File: config.mk
export PLATFORM = sky130hd
export DESIGN_NAME = cgra_sram_arbiter
export DESIGN_NICKNAME = d
export VERILOG_FILES = /design/src/rtl/cgra_sram_arbiter.sv
export SDC_FILE = /design/constraint.sdc
export NUM_CORES = 1
export LEC_CHECK = 0
export CORE_AREA = 2 2 98 100
export DETAILED_ROUTE_END_ITERATION = 16
export DIE_AREA = 0 0 100 102
export DONT_BUFFER_PORTS = 1
export SLEW_MARGIN = 20
export SYNTH_ARGS = -nofsm -noshare
export SYNTH_HDL_FRONTEND = slang
export SYNTH_SLANG_ARGS = --single-unit
File: constraint.sdc
create_clock -name clk_i -period 2.6 [get_ports clk_i]
set_clock_uncertainty 0.2 [all_clocks]
set_input_delay 0.39 -clock clk_i [delete_from_list [all_inputs] [get_ports clk_i]]
set_output_delay 0.39 -clock clk_i [all_outputs]
set_load 0.03 [all_outputs]
File: src/rtl/cgra_sram_arbiter.sv
// Round-robin arbiter sharing one CGRA SRAM bank between OBI-like ports.
// Also sequences bank retention entry/exit around idle periods.
module cgra_sram_arbiter #(
  parameter int unsigned NUM_PORTS   = 2,
  parameter int unsigned NUM_WORDS   = 1024,
  parameter int unsigned AddrWidth   =
    (NUM_WORDS > 1) ? $clog2(NUM_WORDS) : 1,
  parameter int unsigned IDLE_CYCLES = 64,
  parameter int unsigned WAKE_CYCLES = 2
) (
  input  logic                           clk_i,
  input  logic                           rst_ni,
  input  logic                           ret_en_i,
  input  logic [NUM_PORTS-1:0]           req_i,
  input  logic [NUM_PORTS-1:0]           we_i,
  input  logic [NUM_PORTS*AddrWidth-1:0] addr_i,
  input  logic [NUM_PORTS*32-1:0]        wdata_i,
  input  logic [NUM_PORTS*4-1:0]         be_i,
  output logic [NUM_PORTS-1:0]           gnt_o,
  output logic [NUM_PORTS-1:0]           rvalid_o,
  output logic [NUM_PORTS*32-1:0]        rdata_o,
  output logic                           mem_req_o,
  output logic                           mem_we_o,
  output logic [AddrWidth-1:0]           mem_addr_o,
  output logic [31:0]                    mem_wdata_o,
  output logic [3:0]                     mem_be_o,
  output logic                           mem_set_retentive_o,
  input  logic [31:0]                    mem_rdata_i,
  output logic                           retentive_o
);

  localparam int unsigned PW = (NUM_PORTS > 1) ? $clog2(NUM_PORTS) : 1;
  localparam int unsigned IW = $clog2(IDLE_CYCLES + 1);
  localparam int unsigned WW = $clog2(WAKE_CYCLES + 1);

  localparam logic [IW-1:0] IDLE_MAX = IW'(IDLE_CYCLES);
  localparam logic [WW-1:0] WAKE_MAX = WW'(WAKE_CYCLES);
  localparam logic [PW-1:0] LAST_P   = PW'(NUM_PORTS - 1);

  typedef enum logic [1:0] {
    ST_ACTIVE,
    ST_RETENTIVE,
    ST_WAKE
  } state_e;

  state_e               r_state;
  state_e               w_state_nxt;
  logic [PW-1:0]        r_ptr;
  logic [PW-1:0]        w_ptr_nxt;
  logic [IW-1:0]        r_idle;
  logic [IW-1:0]        w_idle_nxt;
  logic [WW-1:0]        r_wake;
  logic [WW-1:0]        w_wake_nxt;
  logic                 r_set_ret;
  logic                 w_set_ret_nxt;
  logic [NUM_PORTS-1:0] r_rvalid;

  logic                 w_any;
  logic                 w_found;
  logic [PW-1:0]        w_win;
  logic                 w_gnt_vld;

  assign w_any = |req_i;

  // First requester at or after the pointer, wrapping to port 0.
  always_comb begin : arb
    int j;
    j       = 0;
    w_found = 1'b0;
    w_win   = '0;
    for (int i = 0; i < int'(NUM_PORTS); i++) begin
      j = int'(r_ptr) + i;
      if (j >= int'(NUM_PORTS)) begin
        j = j - int'(NUM_PORTS);
      end
      if (!w_found && req_i[PW'(j)]) begin
        w_found = 1'b1;
        w_win   = PW'(j);
      end
    end
  end

  // Grants only in ACTIVE and never while reset is asserted.
  assign w_gnt_vld = rst_ni && (r_state == ST_ACTIVE) && w_found;

  assign w_ptr_nxt = (w_win == LAST_P) ? '0 : w_win + PW'(1);

  // Drive the bank from the winning port (port 0 when idle).
  always_comb begin
    gnt_o       = '0;
    mem_req_o   = w_gnt_vld;
    mem_we_o    = we_i[w_win];
    mem_addr_o  = addr_i[int'(w_win)*AddrWidth +: AddrWidth];
    mem_wdata_o = wdata_i[int'(w_win)*32 +: 32];
    mem_be_o    = be_i[int'(w_win)*4 +: 4];
    if (w_gnt_vld) begin
      gnt_o[w_win] = 1'b1;
    end
  end

  // Next-state logic for the retention sequencer and its counters.
  always_comb begin
    w_state_nxt   = r_state;
    w_idle_nxt    = '0;
    w_wake_nxt    = r_wake;
    w_set_ret_nxt = r_set_ret;
    unique case (r_state)
      ST_ACTIVE: begin
        if (w_any || !ret_en_i) begin
          w_idle_nxt = '0;
        end else if (r_idle == IDLE_MAX) begin
          w_idle_nxt = r_idle;
        end else begin
          w_idle_nxt = r_idle + IW'(1);
        end
        if ((w_idle_nxt == IDLE_MAX) && (r_rvalid == '0)) begin
          w_state_nxt   = ST_RETENTIVE;
          w_set_ret_nxt = 1'b1;
          w_idle_nxt    = '0;
        end
      end
      ST_RETENTIVE: begin
        if (w_any || !ret_en_i) begin
          w_state_nxt   = ST_WAKE;
          w_set_ret_nxt = 1'b0;
          w_wake_nxt    = WAKE_MAX;
        end
      end
      ST_WAKE: begin
        if (r_wake <= WW'(1)) begin
          w_state_nxt = ST_ACTIVE;
          w_wake_nxt  = '0;
        end else begin
          w_wake_nxt = r_wake - WW'(1);
        end
      end
      default: begin
        w_state_nxt   = ST_ACTIVE;
        w_set_ret_nxt = 1'b0;
        w_wake_nxt    = '0;
      end
    endcase
  end

  // Sequencer state, counters and the registered retention control.
  always_ff @(posedge clk_i or negedge rst_ni) begin
    if (!rst_ni) begin
      r_state   <= ST_ACTIVE;
      r_idle    <= '0;
      r_wake    <= '0;
      r_set_ret <= 1'b0;
    end else begin
      r_state   <= w_state_nxt;
      r_idle    <= w_idle_nxt;
      r_wake    <= w_wake_nxt;
      r_set_ret <= w_set_ret_nxt;
    end
  end

  // Round-robin pointer and one-cycle-delayed response valid.
  always_ff @(posedge clk_i or negedge rst_ni) begin
    if (!rst_ni) begin
      r_ptr    <= '0;
      r_rvalid <= '0;
    end else begin
      r_rvalid <= gnt_o;
      if (w_gnt_vld) begin
        r_ptr <= w_ptr_nxt;
      end
    end
  end

  assign rvalid_o            = r_rvalid;
  assign rdata_o             = {NUM_PORTS{mem_rdata_i}};
  assign mem_set_retentive_o = r_set_ret;
  assign retentive_o         = (r_state != ST_ACTIVE);

endmodule

==> impl_metrics.py, run 1 <==
metrics = {
    "run_status": {
        "run_status": "finished clean",
    },
    "logic_synthesis": {
        "synth_seq_area_share": 0.2030,
        "synth.cell_area_mm2": 0.001849,
        "netlist_instances": 199,
        "synthArstFlopShare": 1.000,
        "syn_nets": 335,
        "synth_area_per_cell_um2": 9.293,
        "yosysUniqueCellTypes": 29,
        "synth-edff-count": 0,
        "top_count_cell_post_synth": "buf_4",
        "post_synth_most_frequent_cells": "buf_4, mux2_2, dfrtp_1, nand2_1, nand3_1",
        "dominantRegCellSynth": "dfrtp_1",
        "synth.largest_area_cell": "mux2_2",
        "synthDominantCellAreaShare": 0.2862,
        "synth_area_leaders": "mux2_2, buf_4, dfrtp_1",
        "synth.ff_latch_count": 15,
        "synth-warning-count": 0,
    },
    "timing": {
        "timing.setup.tns_ps": 0,
        "rsz0062_at_grt": "no",
        "maxClockFrequency_mhz": 431.3,
        "final-setup-viol-count": 0,
        "slew_headroom": 0.5451,
        "timing_hold_violations_final": 0,
        "maxSlewViolCount": 0,
        "timing_worst_slew_pin_value_ps": 680.1,
        "final_period_utilization": 0.8918,
        "worst_hold_slack_ps": 172.0,
        "min_tclk_post_route_ps": 2319,
    },
    "power_and_ir_drop": {
        "switching_share": 0.5063,
        "power.sequential.fraction": 0.239,
        "p_leak_nw": 0.6237,
        "ir_drop_uv": 175.7,
        "share_clk_of_total_power": 0.172,
        "power.switching_w": 0.0005775,
        "combinational_fraction_of_design_power": 0.589,
        "p_per_cell_area_mw_per_mm2": 722.3,
        "internal_power_w": 0.0005630,
    },
    "die": {
        "floorplan.initialDensity": 0.2030,
        "die_x_um": 100,
        "io_pins": 249,
        "dieArea_mm2": 0.01020,
        "design.core.area_mm2": 0.009109,
        "fp.dieH_um": 102,
        "placement_rows": 35,
    },
    "drt": {
        "num_vias": 1175,
        "wirelength_routed_mm": 5.143,
        "detailedRoute.firstIterationViolations": 16,
        "post_drt_via_cell_ratio": 4.738,
        "ant_nets": 0,
        "detailedRoute.firstPassIterationCount": 4,
        "wl_per_cell_um": 20.74,
        "drc_errors": 0,
    },
    "layout": {
        "syn2layout_area_growth_pct": -14.61,
        "share_of_cells_above_drive_strength_1": 0.4234,
        "final_net_count": 274,
        "fin_area_mm2": 0.001579,
        "finalCoreUtilization": 0.1734,
        "insertedDiodeCount": 0,
    },
    "job": {
        "max_capacitance_violation_total": 0,
    },
    "place": {
        "placement.cell_area_mm2": 0.001523,
        "final_estimated_routing_congestion_in_global_placement": 0.7842,
        "estimated_wirelength_of_the_detail_placed_design_mm": 4.400,
        "port_buffers": 0,
    },
    "critical_path": {
        "worstSetupPathType": "flop to flop",
        "critical_path.reg2reg.endpoint": "r_state[0]$_DFFE_PN0P_",
        "critPathLaunchType": "flop",
        "r2r_start": "r_idle[0]$_DFF_PN0_",
        "cp.arrival_ps": 2270,
        "critical_path.endpoint_type": "flop",
        "reg2reg_setup_slack_ps": 280,
        "worstRegToRegCells": 6,
        "cp_required_ps": 2550,
        "cp_max_fo": 7,
    },
    "global_route": {
        "globalRouteOverflowTotal": 0,
        "grt_pass1_vias": 1081,
        "track_usage": 0.09056,
        "grt_first_pass_wirelength_mm": 6.589,
        "antenna_violations_before_repair": 0,
        "maximum_number_of_pins_on_one_net_before_global_route_repair": 39,
    },
    "clock_tree": {
        "htree_num_levels": 1,
        "register_clock_pin_slew_on_the_reported_worst_setup_and_hold_paths_ps": 70,
        "root_buffer": "clkbuf_8",
        "tritoncts": "yes",
        "postCtsSetupRepairBufs": 0,
        "clock_latency_ps": 260,
        "maximum_number_of_buffers_from_clock_root_to_sink": 2,
        "cts_num_sinks": 15,
        "numCtsBuffers": 3,
    },
    "worst_hold_path": {
        "hold_path.class": "input pin to flop",
        "hold-path-endpoint": "r_ptr$_DFFE_PN0P_",
        "whs_path_depth": 2,
        "holdCritStartpoint": "rst_ni",
    },
}
-- cells in the final DEF, fill, tap and decap left out --
cell type / netlist / layout
a21oi_1: 2 / 2
o21ai_0: 2 / 2
buf_12: 0 / 1
nor3_1: 6 / 6
or3_1: 1 / 1
o41ai_2: 1 / 1
nor3b_2: 1 / 1
xnor2_1: 4 / 4
and2_1: 2 / 2
clkinv_2: 0 / 1
nand3b_1: 1 / 1
o41ai_1: 1 / 1
nor2b_1: 2 / 2
dlygate4sd3_1: 0 / 1
nand3_1: 7 / 7
nand2_2: 0 / 1
buf_4: 64 / 2
clkbuf_8: 0 / 3
dfrtp_1: 15 / 15
a21o_1: 1 / 1
mux2_2: 47 / 47
or4_4: 1 / 1
and3_1: 2 / 2
nand2_1: 7 / 6
nand2b_1: 1 / 1
nor4_1: 2 / 2
a32o_1: 1 / 1
ha_1: 5 / 5
xor2_1: 3 / 3
nor2_1: 5 / 5
inv_1: 6 / 6
o32ai_1: 1 / 1
mux2i_1: 2 / 2
-- through the flow --
stage | total power, W | std cells | setup slack (ps)
floorplan | 0.001058 | 199 | 413.0
global placement | 0.0009516 | 243 | 397.9
detailed placement | 0.0009543 | 243 | 322.6
CTS | 0.001160 | 248 | 265.7
global route | 0.001189 | 248 | 163.7
finish | 0.001140 | 248 | 281.3
-- logic make-up after synthesis --
kind of cell	count (synthesis)	synth area share
buffers and inverters	76	0.2842
muxes	49	0.2970
and+or+nand+nor	38	0.1103
DFF	15	0.2030
AOI/OAI and AO/OA	9	0.03857
xor gates and xnor gates	7	0.03315
adders and majority gates	5	0.03383
-- registers in the layout, summed over array words and instances, names as in the netlist --
register,count
r_wake,2
r_ptr,1
r_idle,7
r_state,2
mem_set_retentive_o,1
rvalid_o,2
-- power groups by stage --
stage / Sequential [W] / Combinational, W / Clock, W
4_1_cts: 0.000272 / 0.000685 / 0.000203
2_1_floorplan: 0.000272 / 0.000786 / 0
3_3_place_gp: 0.000277 / 0.000674 / 0
6_report: 0.000273 / 0.000672 / 0.000196
3_5_place_dp: 0.000277 / 0.000677 / 0
5_1_grt: 0.000275 / 0.000704 / 0.000210
-- per-layer routing --
metal  GRT usage  share of wire  up-vias
met5           0              0        -
met4     0.04110          0.016        0
met3     0.07729           0.20        5
met2      0.1299           0.45      158
met1     0.09445           0.34      517
li1            -              -      495
-- worst max-delay path, cell delays in order (launching register included) --
cell and delay, ps:
dfrtp_1 440, inv_1 110, ha_1 330, nor3_1 210, nand2_1 100, or4_4 540, o41ai_2 300
-- cell type report --
class / count / area, um2
Clock inverter: 1 / 5.005
Inverter: 6 / 22.52
Clock buffer: 3 / 41.29
Multi-Input combinational cell: 108 / 950.9
Timing Repair Buffer: 4 / 45.04
Tap cell: 111 / 138.9
Sequential cell: 15 / 375.4
Fill cell: 1004 / 7530
-- how the worst max path moves through the flow --
stage	startpoint	endpoint	slack [ps]
after floorplan	r_ptr$_DFFE_PN0P_	mem_addr_o[0]	410
after global placement	r_idle[0]$_DFF_PN0_	r_state[0]$_DFFE_PN0P_	400
after detailed placement	r_idle[0]$_DFF_PN0_	r_state[0]$_DFFE_PN0P_	320
after CTS	r_idle[0]$_DFF_PN0_	r_state[0]$_DFFE_PN0P_	270
after global routing	r_idle[0]$_DFF_PN0_	r_state[0]$_DFFE_PN0P_	160
final	r_idle[0]$_DFF_PN0_	r_state[0]$_DFFE_PN0P_	280
-- timing repair --
item	CTS	global route
endpoints found under the hold margin	15	0
hold buffers	1	0
gates resized for setup	0	0
setup endpoints to repair	0	0
(Power assumes the default switching activity.)
==> run 2: changes to the inputs <==
==> constraint.sdc (replaced) <==
create_clock -name clk_i -period 2.6 [get_ports clk_i]
set_clock_uncertainty 0.2 [all_clocks]
set_input_delay 0.13 -clock clk_i [delete_from_list [all_inputs] [get_ports clk_i]]
set_output_delay 0.13 -clock clk_i [all_outputs]
set_load 0.03 [all_outputs]
==> impl_metrics.py, run 2 (synthesized netlist as in run 1, its figures left out) <==
metrics = {
    "run_status": {
        "run_status": "finished clean",
    },
    "layout": {
        "max_ffs_per_register": 7,
        "fin_area_mm2": 0.001612,
        "syn2layout_area_growth_pct": -12.85,
        "layout.cells.most_common_list": "mux2_2, dfrtp_1, nand3_1",
        "insertedDiodeCount": 0,
        "layout.cells.most_common": "mux2_2",
        "multi_input_area_um2": 950.9,
        "share_of_cells_above_drive_strength_1": 0.4143,
        "final_net_count": 277,
        "max_flop_register": "r_idle",
        "n_fill_cell": 1007,
        "ff_latch_area_um2": 375.4,
    },
    "clock_tree": {
        "tritoncts": "yes",
        "postCtsSetupRepairBufs": 0,
        "htree_num_levels": 1,
        "cts_num_sinks": 15,
        "root_buffer": "clkbuf_8",
        "maximum_number_of_buffers_from_clock_root_to_sink": 2,
        "clock_latency_ps": 250,
        "register_clock_pin_slew_on_the_reported_worst_setup_and_hold_paths_ps": 60,
        "numCtsBuffers": 3,
    },
    "critical_path": {
        "crit_chain": "inv_1 -> ha_1 -> nor3_1 -> nand2_1 -> or4_4 -> o41ai_2",
        "cp.arrival_ps": 2220,
        "critical_path.endpoint_type": "flop",
        "worstSetupPathType": "flop to flop",
        "critPathLaunchType": "flop",
        "reg2reg_setup_slack_ps": 330,
        "timing.critical_path.slowest_cell_delay_ps": 540,
        "cp_max_fo": 7,
        "crit_slowest_cell": "or4_4",
        "cp_required_ps": 2550,
    },
    "global_route": {
        "gr-max-usage-layer": "met2",
        "antenna_violations_before_repair": 0,
        "grt_first_pass_wirelength_mm": 6.789,
        "use_met2": 0.1315,
        "gr-usage-met1": 0.09909,
        "grt_pass1_vias": 1078,
        "met3_global_route_usage": 0.07729,
        "globalRouteOverflowTotal": 0,
        "maximum_number_of_pins_on_one_net_before_global_route_repair": 39,
        "track_usage": 0.09216,
    },
    "worst_hold_path": {
        "hold_path.class": "input pin to output port",
    },
    "place": {
        "placement.cell_area_mm2": 0.001523,
        "final_estimated_routing_congestion_in_global_placement": 0.8531,
        "post-place-ws_ps": 351.4,
        "port_buffers": 0,
        "estimated_wirelength_of_the_detail_placed_design_mm": 4.409,
    },
    "timing": {
        "final_period_utilization": 0.8743,
        "timing_hold_violations_final": 0,
        "maxClockFrequency_mhz": 439.9,
        "min_tclk_post_route_ps": 2273,
        "timing.setup.tns_ps": 0,
        "rsz0062_at_grt": "no",
        "slew_headroom": 0.5469,
        "maxSlewViolCount": 0,
        "final-setup-viol-count": 0,
        "final_critical_path_setup_slack_ps": 326.9,
        "timing_worst_slew_pin_value_ps": 677.4,
    },
    "drt": {
        "detailedRoute.firstPassIterationCount": 4,
        "drc_errors": 0,
        "ant_nets": 0,
        "detailedRoute.firstIterationViolations": 30,
        "post_drt_via_cell_ratio": 4.809,
        "wl_per_cell_um": 20.68,
        "num_vias": 1207,
        "wirelength_routed_mm": 5.190,
    },
    "die": {
        "floorplan.initialDensity": 0.2030,
        "die_x_um": 100,
        "design.core.area_mm2": 0.009109,
        "dieArea_mm2": 0.01020,
        "placement_rows": 35,
        "fp.dieH_um": 102,
        "io_pins": 249,
    },
    "power_and_ir_drop": {
        "ir_drop_uv": 202.7,
        "combinational_fraction_of_design_power": 0.593,
        "internal_power_w": 0.0005650,
        "power.switching_w": 0.0005719,
        "switching_share": 0.5030,
        "p_per_cell_area_mw_per_mm2": 705.5,
        "p_leak_nw": 0.6454,
        "power.sequential.fraction": 0.241,
        "share_clk_of_total_power": 0.167,
    },
    "job": {
        "max_capacitance_violation_total": 0,
    },
}
[run 2: layer usage]
| layer | vias up | routed length, um |
|---|---|---|
| met3 | 5 | 1010 |
| li1 | 500 | - |
| met2 | 151 | 2301 |
| met4 | 0 | 76 |
| met5 | - | 0 |
| met1 | 551 | 1800 |
[run 2: timing repair]
item | in CTS | in global routing
hold buffers | 3 | 1
setup endpoints to repair | 0 | 1
hold endpoints to repair | 18 | 15
resized for setup | 0 | 1
[run 2: worst max-delay path, delay by kind of cell, from the launching register on]
family	cells	cell delay [ps]
and+or+nand+nor	3	830
DFF	1	450
adders and majority gates	1	320
AOI/OAI and AO/OA	1	280
buffers and inverters	1	100
[run 2: final timing paths]
path / endpoint / start / depth (start not counted)
worst max-delay path: r_state[0]$_DFFE_PN0P_ / r_idle[0]$_DFF_PN0_ / 6
worst min-delay path: rdata_o[10] / mem_rdata_i[10] / 0
worst max register to register: r_state[0]$_DFFE_PN0P_ / r_idle[0]$_DFF_PN0_ / 6
worst min register to register: r_wake[1]$_DFFE_PN0P_ / r_wake[1]$_DFFE_PN0P_ / 1
max in group asynchronous: mem_set_retentive_o$_DFFE_PN0P_ / rst_ni / 2
min in group asynchronous: r_idle[6]$_DFF_PN0_ / rst_ni / 2
[run 2: power groups by stage]
| stage | Clock, W | Combinational [W] | Sequential, W |
|---|---|---|---|
| final | 0.000189 | 0.000674 | 0.000274 |
| after global routing | 0.000208 | 0.000709 | 0.000276 |
| after CTS | 0.000200 | 0.000685 | 0.000274 |
| after detailed placement | 0 | 0.000675 | 0.000278 |
| after global placement | 0 | 0.000673 | 0.000277 |
| after floorplan | 0 | 0.000786 | 0.000272 |
[run 2: cell type report]
| class | instances | share of cell area |
|---|---|---|
| tap | 111 | 0.08618 |
| clock buffer | 3 | 0.02562 |
| inverter | 6 | 0.01398 |
| clock inverter | 1 | 0.003106 |
| sequential | 15 | 0.2329 |
| timing repair buffer | 7 | 0.04814 |
| multi-input combinational | 108 | 0.5901 |
[run 2: metrics by stage]
stage / utilization / hold WS (ps) / total power (W) / instances
finish: 0.1769 / 60.09 / 0.001137 / 251
global route: 0.1769 / 60.26 / 0.001193 / 251
CTS: 0.1755 / 60.30 / 0.001158 / 250
detailed placement: 0.1672 / -365.2 / 0.0009526 / 243
global placement: 0.1672 / -365.3 / 0.0009505 / 243
floorplan: - / -365.6 / 0.001058 / 199
==> run 3: changes to the inputs <==
--- a/config.mk
+++ b/config.mk
@@ -9,6 +9,7 @@
 export DETAILED_ROUTE_END_ITERATION = 16
 export DIE_AREA = 0 0 100 102
 export DONT_BUFFER_PORTS = 1
+export MAX_ROUTING_LAYER = met4
 export SLEW_MARGIN = 20
 export SYNTH_ARGS = -nofsm -noshare
 export SYNTH_HDL_FRONTEND = slang
==> impl_metrics.py, run 3 (synthesized netlist as in run 1, its figures left out) <==
metrics = {
    "die": {
        "floorplan.initialDensity": 0.2030,
        "design.core.area_mm2": 0.009109,
        "fp.dieH_um": 102,
        "dieArea_mm2": 0.01020,
        "io_pins": 249,
        "die_x_um": 100,
        "placement_rows": 35,
    },
    "critical_path": {
        "crit_slowest_cell": "or4_4",
        "worstRegToRegCells": 6,
        "r2r_start": "r_idle[0]$_DFF_PN0_",
        "timing.critical_path.buf_inv": 1,
        "cp_required_ps": 2550,
        "crit_family": "simple AND/OR/NAND/NOR gates",
        "critical_path.endpoint_type": "flop",
        "critical_path.reg2reg.endpoint": "r_state[0]$_DFFE_PN0P_",
        "worstSetupPathType": "flop to flop",
        "critPathLaunchType": "flop",
        "reg2reg_setup_slack_ps": 330,
        "timing.critical_path.slowest_cell_delay_ps": 540,
        "crit_chain": "inv_1 -> ha_1 -> nor3_1 -> nand2_1 -> or4_4 -> o41ai_2",
        "cp_max_fo": 7,
        "cp.arrival_ps": 2220,
    },
    "power_and_ir_drop": {
        "combinational_fraction_of_design_power": 0.592,
        "internal_power_w": 0.0005650,
        "switching_share": 0.5036,
        "share_clk_of_total_power": 0.167,
        "p_per_cell_area_mw_per_mm2": 706.2,
        "p_leak_nw": 0.6454,
        "ir_drop_uv": 202.9,
        "power.sequential.fraction": 0.241,
        "power.switching_w": 0.0005731,
    },
    "drt": {
        "ant_nets": 0,
        "detailedRoute.firstPassIterationCount": 4,
        "post_drt_via_cell_ratio": 4.809,
        "wirelength_routed_mm": 5.196,
        "drc_errors": 0,
        "detailedRoute.firstIterationViolations": 35,
        "num_vias": 1207,
        "wl_per_cell_um": 20.70,
    },
    "timing": {
        "timing.setup.tns_ps": 0,
        "slew_headroom": 0.5469,
        "maxClockFrequency_mhz": 440.1,
        "rsz0062_at_grt": "no",
        "final-setup-viol-count": 0,
        "timing_worst_slew_pin_value_ps": 677.5,
        "min_tclk_post_route_ps": 2272,
        "timing_hold_violations_final": 0,
        "final_period_utilization": 0.8740,
        "maxSlewViolCount": 0,
        "worst_hold_slack_ps": 60.09,
    },
    "worst_hold_path": {
        "hold_path.class": "input pin to output port",
        "hold-path-endpoint": "rdata_o[10]",
        "whs_path_depth": 0,
        "holdCritStartpoint": "mem_rdata_i[10]",
    },
    "layout": {
        "insertedDiodeCount": 0,
        "layout.cells.most_common": "mux2_2",
        "max_flop_register": "r_idle",
        "final_net_count": 277,
        "fin_cells": 251,
        "syn2layout_area_growth_pct": -12.85,
        "layout.cells.most_common_list": "mux2_2, dfrtp_1, nand3_1",
        "share_of_cells_above_drive_strength_1": 0.4143,
        "max_ffs_per_register": 7,
    },
    "clock_tree": {
        "clock_latency_ps": 250,
        "maximum_number_of_buffers_from_clock_root_to_sink": 2,
        "root_buffer": "clkbuf_8",
        "numCtsBuffers": 3,
        "tritoncts": "yes",
        "postCtsSetupRepairBufs": 0,
        "register_clock_pin_slew_on_the_reported_worst_setup_and_hold_paths_ps": 60,
        "htree_num_levels": 1,
        "cts_num_sinks": 15,
    },
    "global_route": {
        "grt_pass1_vias": 1082,
        "antenna_violations_before_repair": 0,
        "grt_first_pass_wirelength_mm": 6.782,
        "maximum_number_of_pins_on_one_net_before_global_route_repair": 39,
        "globalRouteOverflowTotal": 0,
        "track_usage": 0.09501,
    },
    "place": {
        "final_estimated_routing_congestion_in_global_placement": 0.8667,
        "port_buffers": 0,
        "post-place-cells": 243,
        "estimated_wirelength_of_the_detail_placed_design_mm": 4.409,
    },
    "run_status": {
        "run_status": "finished clean",
    },
    "job": {
        "max_capacitance_violation_total": 0,
    },
}
[run 3: through the flow]
step	setup slack [ps]	instance area [um2]	total power, W	util
after global placement	410.6	1523	0.0009505	0.1672
after CTS	73.02	1599	0.001158	0.1755
after detailed placement	351.4	1523	0.0009526	0.1672
after floorplan	479.9	1849	0.001058	-
final	327.6	1612	0.001138	0.1769
after global routing	48.49	1612	0.001193	0.1769
[run 3: what timing repair did]
item | in CTS | in global routing
hold buffers | 3 | 1
setup endpoints to repair | 0 | 1
gates resized for setup | 0 | 1
hold endpoints to repair | 18 | 15
[run 3: worst max-delay path by stage]
| stage | startpoint | to | depth (start not counted) |
|---|---|---|---|
| after floorplan | r_idle[0]$_DFF_PN0_ | r_state[0]$_DFFE_PN0P_ | 6 |
| after global placement | r_idle[0]$_DFF_PN0_ | r_state[0]$_DFFE_PN0P_ | 6 |
| after detailed placement | r_idle[0]$_DFF_PN0_ | r_state[0]$_DFFE_PN0P_ | 6 |
| after CTS | rst_ni | gnt_o[1] | 4 |
| after global routing | r_idle[0]$_DFF_PN0_ | mem_set_retentive_o$_DFFE_PN0P_ | 6 |
| final | r_idle[0]$_DFF_PN0_ | r_state[0]$_DFFE_PN0P_ | 6 |
[run 3: power by group through the flow]
stage	logic, W	registers (W)	clock network, W
after detailed placement	0.000675	0.000278	0
after global placement	0.000673	0.000277	0
after global routing	0.000709	0.000276	0.000208
after floorplan	0.000786	0.000272	0
final	0.000674	0.000274	0.000190
after CTS	0.000685	0.000274	0.000200
[run 3: worst register-to-register path, stage by stage (launching register included)]
cell and delay [ps]:
dfrtp_1 450, inv_1 100, ha_1 320, nor3_1 190, nand2_1 100, or4_4 540
o41ai_2 280
[run 3: layout make-up]
cell class                 count  area (um2)
sequential                    15       375.4
fill                        1007        7497
inverter                       6       22.52
multi-input combinational    108       950.9
tap                          111       138.9
clock buffer                   3       41.29
timing repair buffer           7       77.57
clock inverter                 1       5.005
[run 3: layer usage]
layer	up-vias	wire (um)	track usage
met3	5	1000	0.07661
met1	551	1817	0.09950
met4	0	76	0.03793
met2	151	2300	0.1315
met5	-	0	-
li1	500	-	-
